## src/rtl/if_prefetch_if.sv

```systemverilog
// if_prefetch_if: ROM fetch, redirect and decode handshake bundle of the prefetcher.
interface if_prefetch_if #(
   parameter int ADDR_W = 32,
   parameter int INST_W = 32,
   parameter int DEPTH  = 4
);
   localparam int LW = $clog2(DEPTH) + 1;
   logic              rom_ce_o;
   logic [ADDR_W-1:0] rom_addr_o;
   logic              rom_rdy_i;
   logic              rom_rvalid_i;
   logic [INST_W-1:0] rom_data_i;
   logic              redirect_i;
   logic [ADDR_W-1:0] redirect_pc_i;
   logic              id_valid_o;
   logic [ADDR_W-1:0] id_pc_o;
   logic [INST_W-1:0] id_inst_o;
   logic              id_ready_i;
   logic [LW-1:0]     fifo_level_o;
   modport master (
      output rom_ce_o, rom_addr_o, id_valid_o, id_pc_o, id_inst_o, fifo_level_o,
      input  rom_rdy_i, rom_rvalid_i, rom_data_i, redirect_i, redirect_pc_i, id_ready_i
   );
   modport slave (
      input  rom_ce_o, rom_addr_o, id_valid_o, id_pc_o, id_inst_o, fifo_level_o,
      output rom_rdy_i, rom_rvalid_i, rom_data_i, redirect_i, redirect_pc_i, id_ready_i
   );
endinterface

```

## src/rtl/if_prefetch.sv

```systemverilog
// if_prefetch: credit-limited in-order fetch into a PC/instruction FIFO toward decode,
// with redirect flushing the FIFO and discarding responses still in flight.
module if_prefetch #(
   parameter int                ADDR_W   = 32,
   parameter int                INST_W   = 32,
   parameter int                DEPTH    = 4,
   parameter logic [ADDR_W-1:0] RESET_PC = '0
) (
   input logic           clk,
   input logic           rst,
   if_prefetch_if.master bus
);
   localparam int PW = $clog2(DEPTH);
   localparam int LW = PW + 1;
   localparam logic [LW:0]       CAP  = DEPTH;
   localparam logic [ADDR_W-1:0] STEP = ADDR_W'(INST_W / 8);
   logic [ADDR_W-1:0]        fetch_pc_q, fetch_pc_d, resp_pc_q, resp_pc_d;
   logic [LW-1:0]            out_q, out_d, discard_q, discard_d, level_q, level_d;
   logic [PW-1:0]            wptr_q, wptr_d, rptr_q, rptr_d;
   logic [ADDR_W+INST_W-1:0] mem_q [DEPTH];
   logic [LW:0]              credit;
   logic                     accept, resp, push, pop;
   always_comb begin
      // buffered plus in-flight words may never exceed the FIFO size
      credit           = {1'b0, level_q} + {1'b0, out_q};
      bus.rom_ce_o     = rst && !bus.redirect_i && credit < CAP;
      bus.rom_addr_o   = fetch_pc_q;
      accept           = bus.rom_ce_o && bus.rom_rdy_i;
      resp             = bus.rom_rvalid_i && out_q != '0;
      push             = resp && discard_q == '0 && !bus.redirect_i;
      bus.id_valid_o   = level_q != '0 && !bus.redirect_i;
      pop              = bus.id_valid_o && bus.id_ready_i;
      {bus.id_pc_o, bus.id_inst_o} = level_q != '0 ? mem_q[rptr_q] : '0;
      bus.fifo_level_o = level_q;
      out_d      = out_q + LW'(accept) - LW'(resp);
      fetch_pc_d = bus.redirect_i ? bus.redirect_pc_i : accept ? fetch_pc_q + STEP : fetch_pc_q;
      resp_pc_d  = bus.redirect_i ? bus.redirect_pc_i : push ? resp_pc_q + STEP : resp_pc_q;
      // on redirect every word still owed by the ROM is stale
      discard_d  = bus.redirect_i ? out_d : discard_q - LW'(resp && discard_q != '0);
      level_d    = bus.redirect_i ? '0 : level_q + LW'(push) - LW'(pop);
      wptr_d     = bus.redirect_i ? '0 : wptr_q + PW'(push);
      rptr_d     = bus.redirect_i ? '0 : rptr_q + PW'(pop);
   end
   always_ff @(posedge clk or negedge rst) begin
      if (!rst) begin
         fetch_pc_q <= RESET_PC;
         resp_pc_q  <= RESET_PC;
         out_q      <= '0;
         discard_q  <= '0;
         level_q    <= '0;
         wptr_q     <= '0;
         rptr_q     <= '0;
      end else begin
         fetch_pc_q <= fetch_pc_d;
         resp_pc_q  <= resp_pc_d;
         out_q      <= out_d;
         discard_q  <= discard_d;
         level_q    <= level_d;
         wptr_q     <= wptr_d;
         rptr_q     <= rptr_d;
      end
   end
   always_ff @(posedge clk) begin
      if (push) mem_q[wptr_q] <= {resp_pc_q, bus.rom_data_i};
   end
endmodule

```

## src/flat_wrapper.sv

```systemverilog
// flat-port wrapper written by rule: the top's interface ports become plain ports
module if_prefetch_flat 
#(
   parameter int                ADDR_W   = 32,
   parameter int                INST_W   = 32,
   parameter int                DEPTH    = 4,
   parameter logic [ADDR_W-1:0] RESET_PC = '0
)
  (clk, rst, bus_rom_ce_o, bus_rom_addr_o, bus_id_valid_o, bus_id_pc_o, bus_id_inst_o, bus_fifo_level_o, bus_rom_rdy_i, bus_rom_rvalid_i, bus_rom_data_i, bus_redirect_i, bus_redirect_pc_i, bus_id_ready_i);
  if_prefetch_if #(.ADDR_W(ADDR_W), .INST_W(INST_W), .DEPTH(DEPTH)) bus_i ();
  input logic clk;
  input logic rst;
  output wire logic [$bits(bus_i.rom_ce_o)-1:0] bus_rom_ce_o;
  output wire logic [$bits(bus_i.rom_addr_o)-1:0] bus_rom_addr_o;
  output wire logic [$bits(bus_i.id_valid_o)-1:0] bus_id_valid_o;
  output wire logic [$bits(bus_i.id_pc_o)-1:0] bus_id_pc_o;
  output wire logic [$bits(bus_i.id_inst_o)-1:0] bus_id_inst_o;
  output wire logic [$bits(bus_i.fifo_level_o)-1:0] bus_fifo_level_o;
  input wire logic [$bits(bus_i.rom_rdy_i)-1:0] bus_rom_rdy_i;
  input wire logic [$bits(bus_i.rom_rvalid_i)-1:0] bus_rom_rvalid_i;
  input wire logic [$bits(bus_i.rom_data_i)-1:0] bus_rom_data_i;
  input wire logic [$bits(bus_i.redirect_i)-1:0] bus_redirect_i;
  input wire logic [$bits(bus_i.redirect_pc_i)-1:0] bus_redirect_pc_i;
  input wire logic [$bits(bus_i.id_ready_i)-1:0] bus_id_ready_i;
  assign bus_rom_ce_o = bus_i.rom_ce_o;
  assign bus_rom_addr_o = bus_i.rom_addr_o;
  assign bus_id_valid_o = bus_i.id_valid_o;
  assign bus_id_pc_o = bus_i.id_pc_o;
  assign bus_id_inst_o = bus_i.id_inst_o;
  assign bus_fifo_level_o = bus_i.fifo_level_o;
  assign bus_i.rom_rdy_i = bus_rom_rdy_i;
  assign bus_i.rom_rvalid_i = bus_rom_rvalid_i;
  assign bus_i.rom_data_i = bus_rom_data_i;
  assign bus_i.redirect_i = bus_redirect_i;
  assign bus_i.redirect_pc_i = bus_redirect_pc_i;
  assign bus_i.id_ready_i = bus_id_ready_i;
  if_prefetch #(.ADDR_W(ADDR_W), .INST_W(INST_W), .DEPTH(DEPTH), .RESET_PC(RESET_PC)) u_core (.clk(clk), .rst(rst), .bus(bus_i));
endmodule
```

## config.mk

```make
export PLATFORM = sky130hd
export DESIGN_NAME = if_prefetch_flat
export DESIGN_NICKNAME = d
export VERILOG_FILES = /design/src/rtl/if_prefetch_if.sv /design/src/rtl/if_prefetch.sv /design/src/flat_wrapper.sv
export SDC_FILE = /design/constraint.sdc
export NUM_CORES = 1
export LEC_CHECK = 0
export BUFFER_PORTS_ARGS = -buffer_cell sky130_fd_sc_hd__buf_4
export CAP_MARGIN = 20
export CORE_ASPECT_RATIO = 1.1
export CORE_MARGIN = 8
export CORE_UTILIZATION = 30
export DETAILED_ROUTE_END_ITERATION = 16
export PLACE_DENSITY = 0.58
export SETUP_SLACK_MARGIN = 0.2
export SYNTH_ARGS = -nofsm -noshare
export SYNTH_HDL_FRONTEND = slang
export SYNTH_SLANG_ARGS = --single-unit
export TNS_END_PERCENT = 1
```

## constraint.sdc

```tcl
create_clock -name clk -period 16.75 [get_ports clk]
set_input_delay 0.8375 -clock clk [delete_from_list [all_inputs] [get_ports clk]]
set_output_delay 0.8375 -clock clk [all_outputs]
set_load 0.005 [all_outputs]
```

## Word-level counts from Yosys, hierarchy flattened

Memory sizes are Yosys's and may differ from the RTL's.
Index checks and enable logic that the tools add are counted.

| storage, ports and cells | value |
|---|---|
| register bits | 77 |
| memory bits (writable) | 256 |
| input port bits | 70 |
| output and inout port bits | 101 |
| logic and storage cells | 46 |
| memories kept | 1 |

Memories:

| memory | depth | width | read ports | clocked after memory_dff | wr ports | RTL line | text |
|---|---|---|---|---|---|---|---|
| u_core.mem_q | 4 | 64 | 1 | 0 | 1 | if_prefetch.sv:20 | `logic [ADDR_W+INST_W-1:0] mem_q [DEPTH];` |

| operators by class | value |
|---|---|
| add/sub/neg operators | 10 |
| order comparisons | 1 |
| mux-type cells | 11 |
| reduce and logical (&&, ||, !) cells | 16 |

Operators with widths:

| cell | number |
|---|---|
| 32-bit two-way mux | 4 |
| 32-bit by 3-bit adder with 32-bit output (second input constant) | 2 |
| 64-bit two-way mux | 1 |
| 1-bit logical AND | 9 |
| 3-bit nonzero test | 3 |
| 3-bit by 1-bit subtractor with 3-bit output | 3 |
| 3-bit by 1-bit adder with 3-bit output | 2 |
| 3-bit two-way mux | 2 |
| 2-bit by 1-bit adder with 2-bit output | 2 |
| 3-bit by 3-bit adder with 4-bit output | 1 |
| 4-bit by 3-bit < comparator with 1-bit output (second input constant) | 1 |
| 2-bit two-way mux | 2 |
| 2-bit nonzero test | 2 |
| 3-bit zero test | 1 |
| 1-bit two-way mux | 2 |
| 1-bit zero test | 1 |

## Longest topological paths before layout

| depth | value |
|---|---|
| depth in word-level cells | 7 |
| gate-level depth with buffers | 12 |
| gate-level depth less buffers | 10 |

## Worst setup path before layout

OpenSTA, ideal clock, no wires.

| path | value |
|---|---|
| path kind | input-to-reg |
| start | input bus_redirect_i |
| end | memory u_core.mem_q[0][0] in the netlist's numbering (enable) |
| setup time | 644 ps |
| arrival time | 7589 ps |
| data required time | 16106 ps |
| path slack | 8517 ps |
| cell stages on the path | 4 |
| path buffers | 3 |
| path through | clkbuf_1 -> clkbuf_1 -> buf_1 -> nor4_1 |

| between the ends | value |
|---|---|
| word-level cells in the longest chain between the ends | 4 |

Ends and longest elaborated chain:

| element | RTL line | text |
|---|---|---|
| from (decl) | flat_wrapper.sv:22 | `input wire logic [$bits(bus_i.redirect_i)-1:0] bus_redirect_i;` |
| 1-bit zero test | if_prefetch.sv:30 | `push = resp && discard_q == '0 && !bus.redirect_i;` |
| 1-bit logical AND | if_prefetch.sv:30 |  |
| 1-bit two-way mux | if_prefetch.sv:64 | `if (push) mem_q[wptr_q] <= {resp_pc_q, bus.rom_data_i};` |
| 1-bit two-way mux (implied by the code) | if_prefetch.sv:64 |  |
| to (decl) | if_prefetch.sv:20 |  |

Every way passes these cells.

## Worst setup path in the final report

| path | value |
|---|---|
| start | register u_core.rptr_q[0] |
| end | output bus_id_pc_o[31] |

| between the ends | value |
|---|---|
| word-level cells in the longest chain between the ends | 2 |

Ends and longest elaborated chain:

| element | RTL line | text |
|---|---|---|
| from (decl) | if_prefetch.sv:19 | `logic [PW-1:0] wptr_q, wptr_d, rptr_q, rptr_d;` |
| from (signal assigned) | if_prefetch.sv:60 | `rptr_q <= rptr_d;` |
| memory 4 x 64 bit | -- |  |
| 64-bit two-way mux | if_prefetch.sv:33 | `{bus.id_pc_o, bus.id_inst_o} = level_q != '0 ? mem_q[rptr_q] : '0;` |
| to (decl) | flat_wrapper.sv:16 | `output wire logic [$bits(bus_i.id_pc_o)-1:0] bus_id_pc_o;` |

Every way passes these cells.

==> results_dict.tcl <==
set metrics [dict create \
    antenna_found_initial 0 \
    portBuffers 170 \
    hold_class "in2async" \
    fin_crit_ns 3.95 \
    pin_count 171 \
    clkSinkCount 333 \
    yosysTopAreaCell "edfxtp_1" \
    synth_edf_count 256 \
    std_cell_rows 83 \
    grt_usage 0.125 \
    grt_max_degree 66 \
    multiInputGateArea_um2 4120 \
    register_area_um2 9620 \
    relSlewSlack 0.287 \
    synth-main-ff-cell "edfxtp_1" \
    fmax_ghz 0.253 \
    setup-tns-final_ns 0 \
    ys_warn_count 0 \
    synth_area_leaders "edfxtp_1, dfrtp_1, mux4_2" \
    critPathCaptureType "primary output" \
    grt_pass1_vias 8680 \
    utilization 0.367 \
    critPathArrivalTime_ns 3.11 \
    drt_first_pass_iters 5 \
    ant_nets 0 \
    gp_congestion 0.833 \
    status "finished, final reports clean" \
    setup_viol 0 \
    r2r-end "u_core.mem_q[2][28]" \
    cts-root-buf "clkbuf_16" \
    r2r-start "u_core.discard_q[0]" \
    drt_iter0_markers 544 \
    antenna_cells 0 \
    ys_ff_latch 333 \
    cts_made_buffers 37 \
    cts.reportedPaths.clkPinSlew_ns 0.06 \
    syn_to_final_growth_pct 21.9 \
    p_per_area_nw_per_um2 132 \
    grt.overflow.total 0 \
    start_kind "register" \
    synthArstFlopShare 0.231 \
    worst_pin_slew_ns 1.07 \
    dieArea_um2 53700 \
    syn_avg_cell_area_um2 16.1 \
    finalClockSkew_ns 0.0312 \
    dieWidth_um 222 \
    die_h_um 242 \
    dp_hpwl_um 21600 \
    final_layout_size_suffix_gt1_frac 0.301 \
    post_cts_resized 0 \
    grt_pass1_wl_um 52600 \
    worst-endpoint-required_ns 15.91 \
    cap_violations 0 \
    drc 0 \
    slew_violations 0 \
    rsz0062_at_grt "false" \
    h-tree-depth 2 \
    finalNetCount 1123 \
    path_class "reg2out" \
    vias 8079 \
    holdBufCountCts 0 \
    path_max_fanout 33 \
    fillers 4428 \
    synth-seq-area-share 0.689 \
    synth_nets 950 \
    synth_top_area_share 0.551 \
    period_share 0.236 \
    wl_um 34100 \
    initial_core_util 0.301 \
    r2r_slack_ns 13.52 \
    cts_tree "built" \
    core_um2 46300 \
    post_cts_buffers 0 \
    clockBufferDepth 3 \
    power.total_mw 2.24 \
    detail_route.vias_per_cell 4.87 \
    p_leak_nw 5.95 \
    wl_per_cell_um 20.6 \
    ys_types 50 \
    timing_hold_violations_final 0 \
    reg2reg_depth 6 \
    synth_area_um2 14000 \
    ir_drop_v 0.0000702 \
    insertion_delay_ns 0.53 \
    syn_inst 866 \
]
-- sequential cells by signal (all words and copies together), names as in the netlist --
signal                   count
u_core.bus.rom_addr_o       32
u_core.out_q                 3
u_core.wptr_q                2
u_core.discard_q             3
u_core.bus.fifo_level_o      3
u_core.rptr_q                2
u_core.resp_pc_q            32
u_core.mem_q               256
-- area by class of cell --
cell class                      count  area share
Sequential cell                   333       0.565
Multi-Input combinational cell    468       0.242
Timing Repair Buffer              179      0.0790
Clock buffer                       44      0.0565
Tap cell                          595      0.0438
Clock inverter                     20     0.00875
Inverter                           20     0.00441
-- worst max-delay path, stage by stage, from the launching register on --
cell	delay, ns
dfrtp_4	0.91
buf_4	0.70
mux4_2	0.58
nor2b_1	0.15
buf_4	0.20
-- synth_stat cells, types with 3 or more instances --
| library cell | n |
|---|---|
| edfxtp_1 | 256 |
| dfrtp_1 | 77 |
| nor2b_1 | 68 |
| mux4_2 | 64 |
| nand2_1 | 51 |
| o21ai_0 | 34 |
| clkbuf_1 | 33 |
| nand3_1 | 33 |
| nand4_1 | 26 |
| xnor2_1 | 23 |
| nor2_1 | 22 |
| inv_1 | 20 |
| xor2_1 | 19 |
| and3_1 | 18 |
| ha_1 | 12 |
| a21boi_0 | 10 |
| o211ai_1 | 10 |
| mux2_2 | 9 |
| and4_1 | 7 |
| buf_2 | 7 |
| nor3_1 | 7 |
| a31oi_1 | 6 |
| nand2b_1 | 5 |
| nor4_1 | 5 |
| buf_1 | 4 |
| a21oi_1 | 3 |
| and2_1 | 3 |
| mux2i_1 | 3 |
| o311ai_0 | 3 |
| or3_1 | 3 |
| or4_1 | 3 |
-- how the worst max path moves through the flow --
stage                          start                   to  slack [ns]  depth (start not counted)
floorplan             bus_redirect_i   u_core.mem_q[0][0]        8.52                          4
global placement      bus_redirect_i  u_core.discard_q[2]       12.81                         11
detailed placement    bus_redirect_i  u_core.discard_q[2]       12.78                         11
CTS                 u_core.rptr_q[0]      bus_id_pc_o[31]       12.64                          4
global route        u_core.rptr_q[0]      bus_id_pc_o[31]       12.51                          4
finish              u_core.rptr_q[0]      bus_id_pc_o[31]       12.80                          4
-- power breakdown --
part,switching (mW),total [mW],internal [mW]
logic,0.242,0.483,0.240
clock network,0.328,0.756,0.428
registers,0.0635,1.01,0.943
-- cells by family after synthesis --
group                    after synthesis  synth area share
AO/OA/AOI/OAI                         74            0.0339
buffers and inverters                 65            0.0186
XOR/XNOR                              42            0.0263
flip-flops                           333             0.689
AND/OR/NAND/NOR                      262             0.106
multiplexers                          76             0.113
adder cells (fa/ha/maj)               14            0.0136
-- cells in the final DEF (no fill, tap or decap), types with 4 or more instances in the layout --
| cell | synthesis | layout |
|---|---|---|
| a21boi_0 | 10 | 10 |
| a31oi_1 | 6 | 6 |
| and3_1 | 18 | 17 |
| and4_1 | 7 | 7 |
| buf_4 | 0 | 179 |
| clkbuf_1 | 33 | 6 |
| clkbuf_16 | 0 | 37 |
| clkinv_1 | 0 | 6 |
| clkinvlp_4 | 0 | 5 |
| dfrtp_1 | 77 | 75 |
| edfxtp_1 | 256 | 256 |
| ha_1 | 12 | 12 |
| inv_1 | 20 | 20 |
| inv_6 | 0 | 4 |
| mux2_2 | 9 | 9 |
| mux4_2 | 64 | 64 |
| nand2_1 | 51 | 51 |
| nand2b_1 | 5 | 5 |
| nand3_1 | 33 | 33 |
| nand4_1 | 26 | 26 |
| nor2_1 | 22 | 20 |
| nor2b_1 | 68 | 68 |
| nor3_1 | 7 | 6 |
| nor4_1 | 5 | 4 |
| o211ai_1 | 10 | 10 |
| o21ai_0 | 34 | 34 |
| xnor2_1 | 23 | 23 |
| xor2_1 | 19 | 19 |
-- routing by layer --
layer  global-route usage  routed length, µm  part of all wire
met1                0.163              15200              0.45
met3               0.0312               2000             0.058
met4               0.0351                732             0.021
met2                0.207              16100              0.47
met5                    0                  0                 0
-- through the flow --
| step | instance area (µm²) | hold WS (ns) | cells | setup WS (ns) |
|---|---|---|---|---|
| global route | 17000 | 0.302 | 1659 | 12.51 |
| global placement | 15900 | 0.500 | 1595 | 12.81 |
| floorplan | 14000 | 0.476 | 866 | 8.52 |
| finish | 17000 | 0.279 | 1659 | 12.80 |
| CTS | 17000 | 0.286 | 1659 | 12.64 |
| detailed placement | 15900 | 0.511 | 1595 | 12.78 |
Power figures use the tool's default switching activity.
